`config.mk`:
```
export PLATFORM = sky130hd
export DESIGN_NAME = stage_if
export DESIGN_NICKNAME = d
export VERILOG_FILES = /design/src/rtl/stage_if_pkg.sv /design/src/rtl/stage_if.sv
export SDC_FILE = /design/constraint.sdc
export NUM_CORES = 1
export LEC_CHECK = 0
export BUFFER_PORTS_ARGS = -buffer_cell sky130_fd_sc_hd__buf_2
export CAP_MARGIN = 20
export CORE_AREA = 2 2 189 98
export DETAILED_ROUTE_END_ITERATION = 12
export DIE_AREA = 0 0 191 100
export HOLD_SLACK_MARGIN = 0.12
export PLACE_DENSITY = 0.79
export SLEW_MARGIN = 30
export SYNTH_ARGS = -nofsm -noshare
export SYNTH_HDL_FRONTEND = slang
export SYNTH_SLANG_ARGS = --single-unit
```
`constraint.sdc`:
```
create_clock -name clk -period 4.75 [get_ports clk]
set_input_delay 0.95 -clock clk [delete_from_list [all_inputs] [get_ports clk]]
set_output_delay 0.95 -clock clk [all_outputs]
set_load 0.02 [all_outputs]
```
`src/rtl/stage_if_pkg.sv`:
```
// Shared definitions for the fetch stage: exception codes and the IF->ID bundle layout.
package stage_if_pkg;

  localparam int EXC_W = 5;

  localparam logic [EXC_W-1:0] EC_NONE = 5'd0;
  localparam logic [EXC_W-1:0] EC_ADEL = 5'd4;

  // Bundle layout, MSB first: {instr[31:0], next_pc[31:0], exc_code[EXC_W-1:0]}
  localparam int IF2ID_WIRE_WIDTH = 32 + 32 + EXC_W;

  function automatic logic [IF2ID_WIRE_WIDTH-1:0] if2id_pack(
    input logic [31:0]      instr,
    input logic [31:0]      next_pc,
    input logic [EXC_W-1:0] exc_code
  );
    return {instr, next_pc, exc_code};
  endfunction

endpackage

```
`src/rtl/stage_if.sv`:
```
// Instruction fetch stage: one outstanding word read, stall hold buffer, delayed branch, flush.
// Define IF_ADDR_EXC_EN to raise an address-error exception on a misaligned fetch address.
module stage_if
  import stage_if_pkg::*;
#(
  parameter logic [31:0] RESET_PC       = 32'h0000_0000,
  parameter int          MEM_ADDR_WIDTH = 22
) (
  input  logic                        clk,
  input  logic                        rst,
  input  logic                        stall,
  input  logic                        clear,
  input  logic [31:0]                 clear_pc,
  input  logic                        branch_en,
  input  logic [31:0]                 branch_dest,
  output logic                        mem_rd,
  output logic [MEM_ADDR_WIDTH-1:0]   mem_addr,
  input  logic                        mem_ready,
  input  logic [31:0]                 mem_data,
  output logic [IF2ID_WIRE_WIDTH-1:0] interstage_if2id
);

`ifdef IF_ADDR_EXC_EN
  localparam logic FAULT_EN = 1'b1;
`else
  localparam logic FAULT_EN = 1'b0;
`endif

  typedef enum logic [1:0] {
    S_FETCH   = 2'd0,
    S_HOLD    = 2'd1,
    S_DISCARD = 2'd2,
    S_HALT    = 2'd3
  } state_t;

  state_t                    state;
  logic [31:0]               pc;
  logic [31:0]               hold_data;
  logic [31:0]               br_target;
  logic                      br_pending;
  logic [MEM_ADDR_WIDTH-1:0] addr_q;

  logic [31:0] pc_plus4;
  logic [31:0] nxt_raw;
  logic [31:0] nxt;
  logic [31:0] clr_addr;
  logic        outstanding;
  logic        capture;

  function automatic logic misaligned(input logic [31:0] a);
    return FAULT_EN & (|a[1:0]);
  endfunction

  // Without the fault feature the low address bits are simply dropped.
  function automatic logic [31:0] fetch_addr(input logic [31:0] a);
    return {a[31:2], a[1:0] & {2{FAULT_EN}}};
  endfunction

  assign pc_plus4    = pc + 32'd4;
  assign nxt_raw     = branch_en ? branch_dest : (br_pending ? br_target : pc_plus4);
  assign nxt         = fetch_addr(nxt_raw);
  assign clr_addr    = fetch_addr(clear_pc);
  assign outstanding = ((state == S_FETCH) && mem_rd) || (state == S_DISCARD);
  assign capture     = !clear && (state == S_FETCH) && mem_rd && mem_ready && stall;
  assign mem_addr    = addr_q;

  always_ff @(posedge clk) begin
    if (capture)
      hold_data <= mem_data;
    if (branch_en)
      br_target <= branch_dest;
  end

  always_ff @(posedge clk or posedge rst) begin
    if (rst) begin
      state            <= S_FETCH;
      pc               <= RESET_PC;
      mem_rd           <= 1'b0;
      addr_q           <= RESET_PC[MEM_ADDR_WIDTH+1:2];
      br_pending       <= 1'b0;
      interstage_if2id <= if2id_pack(32'h0, RESET_PC, EC_NONE);
    end else if (clear) begin
      pc               <= clr_addr;
      br_pending       <= 1'b0;
      interstage_if2id <= if2id_pack(32'h0, clear_pc, EC_NONE);
      if (outstanding && !mem_ready) begin
        // The old request stays on the bus untouched until memory answers it.
        state <= S_DISCARD;
      end else begin
        state  <= S_FETCH;
        mem_rd <= !misaligned(clr_addr);
        addr_q <= clr_addr[MEM_ADDR_WIDTH+1:2];
      end
    end else begin
      if (branch_en)
        br_pending <= 1'b1;
      unique case (state)
        S_FETCH: begin
          if (mem_rd) begin
            if (mem_ready && stall) begin
              state  <= S_HOLD;
              mem_rd <= 1'b0;
            end else if (mem_ready) begin
              interstage_if2id <= if2id_pack(mem_data, pc_plus4, EC_NONE);
              pc               <= nxt;
              mem_rd           <= !misaligned(nxt);
              addr_q           <= nxt[MEM_ADDR_WIDTH+1:2];
              br_pending       <= 1'b0;
            end else if (!stall) begin
              // Waiting on memory: present a NOP so ID never consumes a word twice.
              interstage_if2id <= if2id_pack(32'h0, pc, EC_NONE);
            end
          end else if (misaligned(pc)) begin
            if (!stall) begin
              interstage_if2id <= if2id_pack(32'h0, pc_plus4, EC_ADEL);
              state            <= S_HALT;
            end
          end else begin
            mem_rd <= 1'b1;
            addr_q <= pc[MEM_ADDR_WIDTH+1:2];
            if (!stall)
              interstage_if2id <= if2id_pack(32'h0, pc, EC_NONE);
          end
        end
        S_HOLD: begin
          if (!stall) begin
            interstage_if2id <= if2id_pack(hold_data, pc_plus4, EC_NONE);
            state            <= S_FETCH;
            pc               <= nxt;
            mem_rd           <= !misaligned(nxt);
            addr_q           <= nxt[MEM_ADDR_WIDTH+1:2];
            br_pending       <= 1'b0;
          end
        end
        S_DISCARD: begin
          if (!stall)
            interstage_if2id <= if2id_pack(32'h0, pc, EC_NONE);
          if (mem_ready) begin
            state  <= S_FETCH;
            mem_rd <= !misaligned(pc);
            addr_q <= pc[MEM_ADDR_WIDTH+1:2];
          end
        end
        S_HALT: begin
          mem_rd <= 1'b0;
        end
      endcase
    end
  end

endmodule

```
* Word level (Yosys, flattened, before mapping)
Cells that the tools add are included.
** Word-level totals
- Output and inout port bits :: 92
- Bits of input ports :: 102
- Word-level logic and storage cells :: 83
- Bits in registers :: 191
** Operators by class
- Add/sub/neg operators :: 1
- Reductions and logical operators :: 18
- Equal/unequal tests :: 12
- Muxes and demuxes :: 44
** Operators with widths (count)
- 2-to-1 mux 69 bit :: 6
- 2-to-1 mux 32 bit :: 7
- case mux 69 bit (3 select lines) :: 1
- 2-to-1 mux 22 bit :: 7
- case mux 22 bit (3 select lines) :: 1
- case mux 32 bit (2 select lines) :: 1
- adder 32 x 3 -> 32 bit, second input constant :: 1
- != test 3 bit, second input constant :: 5
- 2-to-1 mux 1 bit :: 12
- 2-to-1 mux 2 bit :: 6
- AND reduction 5 bit :: 2
- != test 4 bit, second input constant :: 2
- logical AND 1 bit :: 7
- case mux 2 bit (3 select lines) :: 1
- AND reduction 3 bit :: 2
- AND reduction 6 bit :: 1
- == test 2 bit, second input constant :: 2
- case mux 1 bit (4 select lines) :: 1
- nonzero test 4 bit :: 1
- != test 3 x 2 -> 1 bit, second input constant :: 1
- nonzero test 3 bit :: 1
- == test 2 x 1 -> 1 bit, second input constant :: 1
- logical NOT 1 bit :: 2
- logical NOT 2 bit :: 1
- 3 further kinds :: 3

* Depth between registers and ports, before layout
Gate-level depths: netlist of run 1.
- Word-level depth :: 8
- Depth in mapped cells :: 11

* Least setup slack after synthesis of run 1
No wires, ideal clock.
- Path kind :: input port to flip-flop
- Start :: in clear
- End :: reg hold_data[0], enable pin
- Path slack :: 1.412 ns
- Data required time :: 4.327 ns
- Data arrival time :: 2.915 ns
- Cell stages on the path :: 4
- Path buffers :: 3
- Setup time :: 0.423 ns
- Cell sequence :: buf_2 > buf_1 > clkbuf_1 > nor2_1
** Between the ends
- Cells in the longest elaborated chain, start to end :: 5
** RTL lines
- from (decl) :: RTL line stage_if.sv:12 : input logic clear,
- logical NOT 1 bit :: RTL line stage_if.sv:64 : assign capture = !clear && (state == S_FETCH) && mem_rd && mem_ready && stall;
- logical AND 1 bit (4 in series) :: RTL line stage_if.sv:64
- named net capture :: RTL line stage_if.sv:48 : logic capture;
- to (signal assigned) :: RTL line stage_if.sv:69 : hold_data <= mem_data;
- to (decl) :: RTL line stage_if.sv:38 : logic [31:0] hold_data;
The timed path passes the listed nets, and every way through them passes these cells.
A chain may end at the register's enable or synchronous reset.

* Final worst setup path of run 1
- Start :: in stall
- End :: reg interstage_if2id[46]
** Between the ends
- Cells in the longest elaborated chain, start to end :: 6
- Elaborated cells between the ends (all ways) :: 10
- Classes of those cells :: eq/ne: 2; mux: 6; reduce/logical: 2
** RTL lines
- from (decl) :: RTL line stage_if.sv:11 : input logic stall,
- 2-to-1 mux 69 bit (4 in series)
- case mux 69 bit (3 select lines)
- 2-to-1 mux 69 bit
- to (signal assigned) :: RTL line stage_if.sv:81 : interstage_if2id <= if2id_pack(32'h0, RESET_PC, EC_NONE);
- to (signal assigned) :: RTL line stage_if.sv:85 : interstage_if2id <= if2id_pack(32'h0, clear_pc, EC_NONE);
- to (signal assigned) :: RTL line stage_if.sv:104 : interstage_if2id <= if2id_pack(mem_data, pc_plus4, EC_NONE);
- to (decl) :: RTL line stage_if.sv:20 : output logic [IF2ID_WIRE_WIDTH-1:0] interstage_if2id
Parallel ways exist; a longest one is shown, timed or not. The select of a mux whose other input is x is not followed.

==> results of run 1 <==
==> sequential cells by signal, summed over array words and instances (netlist names) <==
register and count:
interstage_if2id 69, hold_data 32, br_target 30, pc 30
mem_addr 22, state 2, br_pending 1, mem_rd 1
==> kinds of logic (layout without fill, tap and decap cells) <==
logic type	after synthesis	in the layout	synth area share, %
adder cells (fa/ha/maj)	4	4	0.529
AO/OA/AOI/OAI	332	332	23.7
XOR/XNOR	18	18	1.67
flip-flops	187	187	52.8
AND/OR/NAND/NOR	276	276	14.3
multiplexers	23	23	2.47
buffers and inverters	99	260	4.59
==> worst paths after layout <==
kind,start,end,cells past startpoint
worst max-delay path,stall,interstage_if2id[46],8
worst min register to register,mem_addr[0],mem_addr[0],2
worst max register to register,pc[2],pc[22],7
worst min-delay path,mem_addr[0],mem_addr[0],2
min in group asynchronous,rst,interstage_if2id[64],2
max in group asynchronous,rst,pc[30],3
==> stage by stage <==
stage / cells / area [um2] / hold WS (ns)
3_5_place_dp: 1307 / 10500 / 0.465
3_3_place_gp: 1307 / 10500 / 0.456
4_1_cts: 1339 / 11100 / 0.479
5_1_grt: 1340 / 11200 / 0.497
2_1_floorplan: 939 / 9460 / 0.504
6_report: 1340 / 11200 / 0.473
==> where the power goes <==
part / leakage, nW / total (mW) / switching [mW] / internal (mW)
logic: 2.31 / 2.83 / 1.90 / 0.933
clock network: 0.296 / 1.45 / 0.652 / 0.801
registers: 2.14 / 2.47 / 0.388 / 2.08
==> worst register-to-register path: cells and delay by family, from the launching register on <==
kind,cells,cell delay (ns)
compound gates,2,0.53
flops,1,0.52
xor+xnor,1,0.18
simple gates,3,1.16
fa+ha+maj,1,0.37
==> layout by cell type (no fill, tap or decap), types with 4 or more instances in the layout <==
cell type,synthesis,layout
buf_2,24,191
dfrtp_1,125,125
nand2_1,98,98
o21ai_0,97,97
edfxtp_1,62,62
nor2_1,59,57
a21oi_1,54,54
a22oi_1,45,45
buf_4,4,21
mux2i_1,20,20
clkbuf_16,0,20
nand3_1,19,19
nand4_1,19,19
o22ai_1,16,16
and3_1,16,16
a222oi_1,14,14
nand2b_1,13,13
xnor2_1,13,13
a221oi_1,13,13
and2_1,13,12
inv_1,12,11
a22o_1,11,11
a221o_1,11,11
nor3_1,10,10
a31oi_1,9,9
o221ai_1,8,8
o21a_1,7,7
a211oi_1,6,6
and4_1,6,6
nor4_1,7,6
xor2_1,5,5
or3_1,5,5
o31ai_1,5,5
a211o_1,5,5
inv_6,0,5
ha_1,4,4
==> cell type report <==
cell class,instances,area [um2]
Fill cell,1528,6570
Sequential cell,187,4990
Multi-Input combinational cell,653,4060
Timing Repair Buffer,214,1160
Clock buffer,23,532
Tap cell,240,300
Clock inverter,9,70.1
Inverter,14,57.6
==> per-layer routing <==
metal	wire [um]	global-route usage [%]
met5	0	0
met4	379	7.22
met3	4310	9.97
met2	11600	41.1
met1	13500	50.8
==> impl_metrics.json, run 1 <==
{
  "ys_seq_elements": 187,
  "grt_pass1_wl_mm": 45.8,
  "num_rows": 35,
  "clock.fmax_mhz": 332,
  "grt_use_total_pct": 31.7,
  "wl_mm": 29.8,
  "postSynthCellCount": 939,
  "critPathCaptureType": "flop",
  "total_power_mw": 6.75,
  "maxCapViolCount": 0,
  "grt_setup_unrepaired": "no",
  "cts_hold_buf": 0,
  "diodes": 0,
  "gp_congestion": 0.950,
  "die_w_um": 191,
  "syn_nets": 1045,
  "wl_per_cell_um": 22.3,
  "via_per_inst": 6.50,
  "place_hpwl_mm": 20.2,
  "syn_area_per_cell_um2": 10.1,
  "synth.most_common_cell": "dfrtp_1",
  "cts_resized": 0,
  "path_cells": "buf_2, nand4_1, nand3_1, a21o_4, and2_2, buf_4, nand2_1, o21ai_0",
  "worst_slack_ns": 1.74,
  "numCtsBuffers": 17,
  "clock_sinks": 187,
  "synth_top_area_cell": "dfrtp_1",
  "cts_tree": "built",
  "die_area_um2": 19100,
  "port_buffers": 191,
  "leakage_nw": 4.75,
  "final_core_util_pct": 63.0,
  "pre_cts_ws_ns": 1.40,
  "synth_edf_count": 62,
  "core_um2": 17700,
  "finalClockSkew_ns": 0.0164,
  "period_share_pct": 63.3,
  "yosysUniqueCellTypes": 67,
  "clockBufferDepth": 2,
  "status": "finished, final reports clean",
  "fin_nets": 1193,
  "detail_route.iter0.violations": 1101,
  "reg2reg_slack_ns": 1.88,
  "slew_violations": 0,
  "syn2layout_area_growth_pct": 18.1,
  "grt_antenna_before_repair": 0,
  "drc": 0,
  "synth_top_area_share_pct": 33.1,
  "dr_total_vias": 8715,
  "relSlewSlack_pct": 37.7,
  "synth_area_leaders": "dfrtp_1 (33%), edfxtp_1 (20%), o21ai_0 (5.1%)",
  "grt_pass1_vias": 8022,
  "synth_warnings": 0,
  "slowest_stage": "buf_2",
  "tightest_slew_ns": 0.934,
  "cp_top_family": "simple AND/OR/NAND/NOR gates",
  "start_kind": "input port",
  "drt.antenna.violating_nets": 0,
  "io-pin-count": 194,
  "worstPathArrival_ns": 3.36,
  "synthArstFlopShare_pct": 66.8,
  "hold_viol_final": 0,
  "postCtsSetupBuffers": 0,
  "clk_latency_ns": 0.44,
  "synthFlopType": "dfrtp_1",
  "critPathMaxFanout": 34,
  "clock-root-buffer": "clkbuf_16",
  "cp_data_required_time_ns": 5.10,
  "cp_num_buf_inv": 2,
  "ir_drop_mv": 0.295,
  "worstSetupPathType": "in2reg",
  "ys_top_cells_by_count": "dfrtp_1 (125), nand2_1 (98), o21ai_0 (97)",
  "overflow": 0,
  "start_util_pct": 53.3,
  "netlist_area_um2": 9460,
  "die_height_um": 100,
  "dr.pass1.iters": 6,
  "critPathMaxStageDelay_ns": 0.48,
  "p_per_area_nw_per_um2": 605,
  "seq_area_frac_synth_pct": 52.8,
  "clk_pin_slew_worst_paths_ns": 0.07,
  "holdCritPathClass": "reg2reg",
  "layout-drive-gt1-share_pct": 24.3,
  "grt_max_degree": 77,
  "htreeDepth": 4,
  "min_period_ns": 3.01,
  "tns_ns": 0,
  "setup_viol": 0
}
(Power assumes the default switching activity.)
==> run 2, diff against run 1 <==
Settings changed: ABC_AREA from default to 1, CORE_AREA 2 2 189 98 to 2 2 203 105, DIE_AREA 0 0 191 100 to 0 0 205 107, PLACE_DENSITY 0.79 to 0.77.
Clock period 4.75 ns to 2.45 ns, I/O delays scaled along.
==> impl_metrics.json, run 2 <==
{
  "grt_setup_unrepaired": "no",
  "fill_cells": 1871,
  "placed_area_um2": 11600,
  "clock_sinks": 187,
  "dr.pass1.iters": 6,
  "clk_latency_ns": 0.45,
  "holdCritPathClass": "in2reg",
  "regMostFlops": "interstage_if2id",
  "start_util_pct": 50.2,
  "layout-drive-gt1-share_pct": 18.3,
  "core_um2": 20200,
  "synth_area_leaders": "dfrtp_1 (31%), edfxtp_1 (18%), nand2_1 (12%)",
  "critPathCaptureType": "flop",
  "grt_pass1_wl_mm": 51.4,
  "worstSetupPathType": "reg2reg",
  "synth_top_area_share_pct": 30.9,
  "wl_per_cell_um": 18.5,
  "gp_congestion": 0.956,
  "p_per_area_nw_per_um2": 1290,
  "io-pin-count": 194,
  "status": "finished, final reports clean",
  "maxCapViolCount": 0,
  "period_share_pct": 94.9,
  "clock.fmax_mhz": 430,
  "syn_area_per_cell_um2": 7.53,
  "ir_drop_mv": 0.949,
  "netlist_area_um2": 10100,
  "die_height_um": 107,
  "syn2layout_area_growth_pct": 20.1,
  "grt_max_degree": 66,
  "multi_input_area_um2": 4300,
  "yosysUniqueCellTypes": 37,
  "grt_antenna_before_repair": 2,
  "postCtsSetupBuffers": 0,
  "setup_viol": 0,
  "synth_edf_count": 62,
  "path_cells": "ha_1, nand2_1, nor2_1, nand2_1, buf_4, o21ai_0, nand3_1, nand2_1, nand2_1, a21oi_1, o21ai_0",
  "die_area_um2": 21900,
  "largest_reg_flops": 69,
  "grt_pass1_vias": 9185,
  "synthArstFlopShare_pct": 66.8,
  "worstPathArrival_ns": 2.64,
  "num_rows": 37,
  "drc": 0,
  "clockBufferDepth": 2,
  "critPathMaxFanout": 6,
  "htreeDepth": 4,
  "min_period_ns": 2.33,
  "reg.largest.list": "interstage_if2id (69), hold_data (32)",
  "final_area_um2": 12200,
  "cp_data_required_time_ns": 2.76,
  "ff_latch_area_um2": 4990,
  "critPathMaxStageDelay_ns": 0.46,
  "finalClockSkew_ns": 0.0142,
  "wl_mm": 33.5,
  "port_buffers": 191,
  "layout_common_cells": "nand2_1 (318), nor2_1 (196), buf_2 (191)",
  "clock-root-buffer": "clkbuf_16",
  "tns_ns": 0,
  "die_w_um": 205,
  "synthFlopType": "dfrtp_1",
  "syn_nets": 1452,
  "hold_viol_final": 0,
  "place_hpwl_mm": 23.4,
  "ys_seq_elements": 187,
  "drt.antenna.violating_nets": 0,
  "ys_top_cells_by_count": "nand2_1 (318), nor2_1 (197), inv_1 (146)",
  "cts_tree": "built",
  "slowest_stage": "dfrtp_1",
  "detail_route.iter0.violations": 1129,
  "postSynthCellCount": 1346,
  "clk_pin_slew_worst_paths_ns": 0.08,
  "grt_use_total_pct": 31.0,
  "synth.most_common_cell": "nand2_1",
  "tightest_slew_ns": 0.474,
  "seq_area_frac_synth_pct": 49.2,
  "dr_total_vias": 10100,
  "numCtsBuffers": 17,
  "relSlewSlack_pct": 68.3,
  "overflow": 0,
  "slew_violations": 0,
  "via_per_inst": 5.57,
  "start_kind": "flop",
  "final_common_cell": "nand2_1",
  "synth_top_area_cell": "dfrtp_1",
  "leakage_nw": 5.80,
  "synth_warnings": 0,
  "crit_top_cell": "nand2_1",
  "fin_nets": 1634
}
run 2: changes by cell type after synthesis, sizes merged, moves of 39 or more:
cell / before / now
nand2: 98 / 319
inv: 12 / 151
nor2: 59 / 198
nand3: 19 / 98
o21ai: 98 / 139
a22oi: 45 / 6
run 2: layout make-up:
class | instances | area share [%]
clock inverter | 15 | 1.07
clock buffer | 17 | 3.50
antenna | 1 | 0.0206
tap | 273 | 2.81
sequential | 187 | 41.0
timing repair buffer | 234 | 11.6
multi-input combinational | 937 | 35.3
inverter | 151 | 4.71
run 2: kinds of logic (layout without fill, tap and decap cells):
kind of cell	after synthesis	after routing	synth area share [%]
simple gates	640	640	25.5
buf+inv	222	417	8.48
fa+ha+maj	4	4	0.494
compound gates	286	286	15.6
other cells	0	1	0
xor+xnor	7	7	0.605
flops	187	187	49.2
run 2: final timing paths:
path / startpoint / end / slack, ns / cells after the start
max in group asynchronous: rst / pc[13] / 1.22 / 4
worst min-delay path: branch_dest[12] / br_target[12] / 0.23 / 1
worst max-delay path: pc[2] / pc[12] / 0.12 / 11
worst max register to register: pc[2] / pc[12] / 0.12 / 11
worst min register to register: interstage_if2id[2] / interstage_if2id[2] / 0.50 / 2
min in group asynchronous: rst / interstage_if2id[58] / 0.57 / 3
run 2: stage by stage:
stage / total power [mW] / setup slack, ns / hold WS (ns) / instances / util [%]
finish: 15.7 / 0.124 / 0.229 / 1815 / 60.3
CTS: 15.6 / 0.160 / 0.214 / 1814 / 60.3
detailed placement: 12.8 / 0.195 / 0.466 / 1781 / 57.5
floorplan: 9.85 / 0.123 / 0.516 / 1346 / -
global placement: 12.6 / 0.309 / 0.464 / 1781 / 57.5
global route: 16.7 / 0.00457 / 0.217 / 1815 / 60.3
run 2: routing by layer:
| layer | GRT usage, % | up-vias | part of all wire, % |
|---|---|---|---|
| li1 | - | 4763 | - |
| met1 | 48.7 | 4701 | 46 |
| met3 | 8.72 | 42 | 13 |
| met2 | 41.7 | 609 | 40 |
| met5 | 0 | - | 0.021 |
| met4 | 6.68 | 2 | 1.2 |
run 2: worst max-delay path, delay by kind of cell (launching register included):
family                     cells  cell delay, ns
adders and majority gates      1            0.24
DFF                            1            0.46
buffers and inverters          1            0.22
and+or+nand+nor                6            0.74
AOI/OAI and AO/OA              3            0.52
run 2: what timing repair did:
item / 4_1_cts / 5_1_grt
endpoints found under the hold margin: 8 / 0
gates resized for setup: 0 / 2
setup endpoints to repair: 0 / 2
hold buffers: 1 / 0
run 2: report_power, final:
group	switching, mW	internal [mW]
Sequential	0.938	4.24
Clock	1.37	1.34
Combinational	5.37	2.47
==> run 3, diff against run 2 <==
Settings changed: ABC_AREA 1 to 0, CORE_AREA 2 2 203 105 to 2 2 198 103, DIE_AREA 0 0 205 107 to 0 0 200 105, PLACE_DENSITY 0.77 to 0.76.
==> impl_metrics.json, run 3 (synthesis results as in run 1) <==
{
  "status": "finished, final reports clean",
  "ir_drop_mv": 0.729,
  "place_hpwl_mm": 23.3,
  "finalClockSkew_ns": 0.0101,
  "port_buffers": 191,
  "cts_tree": "built",
  "reg2reg_slack_ns": 0.14,
  "wl_per_cell_um": 21.9,
  "holdCritPathClass": "in2async",
  "grt_pass1_wl_mm": 48.1,
  "critPathCaptureType": "flop",
  "fill_cells": 1656,
  "cp_top_family": "compound AO/OA/AOI/OAI gates",
  "period_share_pct": 94.5,
  "clk_pin_slew_worst_paths_ns": 0.07,
  "critPathMaxStageDelay_ns": 0.37,
  "clock.fmax_mhz": 432,
  "slowest_stage": "dfrtp_1",
  "cp_num_buf_inv": 2,
  "total_power_mw": 13.6,
  "worst_slack_ns": 0.135,
  "tns_ns": 0,
  "grt_setup_unrepaired": "no",
  "clockBufferDepth": 2,
  "grt_max_degree": 71,
  "grt_use_total_pct": 30.6,
  "die_w_um": 200,
  "p_per_area_nw_per_um2": 1160,
  "setup_viol": 0,
  "multi_input_area_um2": 4060,
  "final_common_cell": "buf_2",
  "fin_nets": 1259,
  "num_rows": 36,
  "path_cells": "inv_1, ha_1, and3b_2, a21oi_2, nand2_2, buf_4, o211a_1, o21ai_0, a32o_1",
  "start_util_pct": 49.4,
  "wl_mm": 31.4,
  "relSlewSlack_pct": 36.0,
  "worstSetupPathType": "reg2reg",
  "r2r-start": "state[1]",
  "core_um2": 19100,
  "tightest_slew_ns": 0.956,
  "drc": 0,
  "dr.pass1.iters": 6,
  "reg.largest.list": "interstage_if2id (69), hold_data (32)",
  "slew_violations": 0,
  "gp_congestion": 1.00,
  "htreeDepth": 4,
  "clock-root-buffer": "clkbuf_16",
  "layout_common_cells": "buf_2 (191), dfrtp_1 (125), nand2_1 (97), o21ai_0 (97), buf_4 (81)",
  "maxCapViolCount": 0,
  "syn2layout_area_growth_pct": 24.1,
  "critPathMaxFanout": 7,
  "drt.antenna.violating_nets": 0,
  "layout-drive-gt1-share_pct": 29.0,
  "clk_latency_ns": 0.45,
  "cp_data_required_time_ns": 2.83,
  "ff_latch_area_um2": 4990,
  "pre_cts_ws_ns": 0.124,
  "die_area_um2": 21000,
  "clock_sinks": 187,
  "postCtsSetupBuffers": 0,
  "detail_route.iter0.violations": 1146,
  "numCtsBuffers": 17,
  "die_height_um": 105,
  "r2r_cells": 9,
  "via_per_inst": 6.15,
  "dr_total_vias": 8824,
  "worstPathArrival_ns": 2.70,
  "largest_reg_flops": 69,
  "final_core_util_pct": 61.3,
  "leakage_nw": 5.07,
  "start_kind": "flop",
  "hold-worst-slack_ns": 0.165,
  "min_period_ns": 2.31,
  "io-pin-count": 194,
  "grt_pass1_vias": 8245,
  "hold_viol_final": 0,
  "overflow": 0,
  "r2r_end": "interstage_if2id[9]",
  "regMostFlops": "interstage_if2id",
  "grt_antenna_before_repair": 2
}
-- run 3: how the worst max path moves through the flow --
stage	slack (ns)	start	cells after the start	to
finish	0.14	state[1]	9	interstage_if2id[9]
global route	0.007	state[0]	10	interstage_if2id[30]
CTS	0.10	state[1]	9	interstage_if2id[9]
detailed placement	0.12	state[0]	8	interstage_if2id[21]
global placement	0.03	state[0]	7	mem_addr[14]
floorplan	0.11	clear	4	hold_data[0]
-- run 3: stage by stage --
step / instances / area, um2
after CTS: 1432 / 11700
final: 1434 / 11700
after floorplan: 939 / 9460
after global placement: 1400 / 11100
after global routing: 1434 / 11700
after detailed placement: 1400 / 11100
-- run 3: repair_timing --
action / 4_1_cts / 5_1_grt
setup endpoints to repair: 0 / 37
hold buffers: 0 / 0
gates resized for setup: 0 / 7
-- run 3: layer usage --
metal,global-route usage (%),vias to the layer above,routed length (um)
li1,-,3986,-
met1,47.8,4286,14400
met2,40.0,527,12500
met3,10.6,25,4220
met4,7.20,0,280
met5,0,-,0
-- run 3: worst register-to-register path: cells and delay by family, from the launching register on --
kind,cells,cell delay (ns)
compound gates,4,0.82
fa+ha+maj,1,0.32
buf+inv,2,0.28
flops,1,0.37
simple gates,2,0.47
-- run 3: layout make-up --
type,count,share of cell area (%)
antenna,2,0.0426
sequential,187,42.5
clock buffer,17,3.62
clock inverter,15,1.29
timing repair buffer,280,14.6
inverter,14,0.480
multi-input combinational,653,34.6
tap,266,2.84
-- run 3: power breakdown --
group	switching, mW	internal (mW)
registers	0.620	4.03
clock network	1.37	1.36
logic	3.94	2.32
total	5.92	7.71
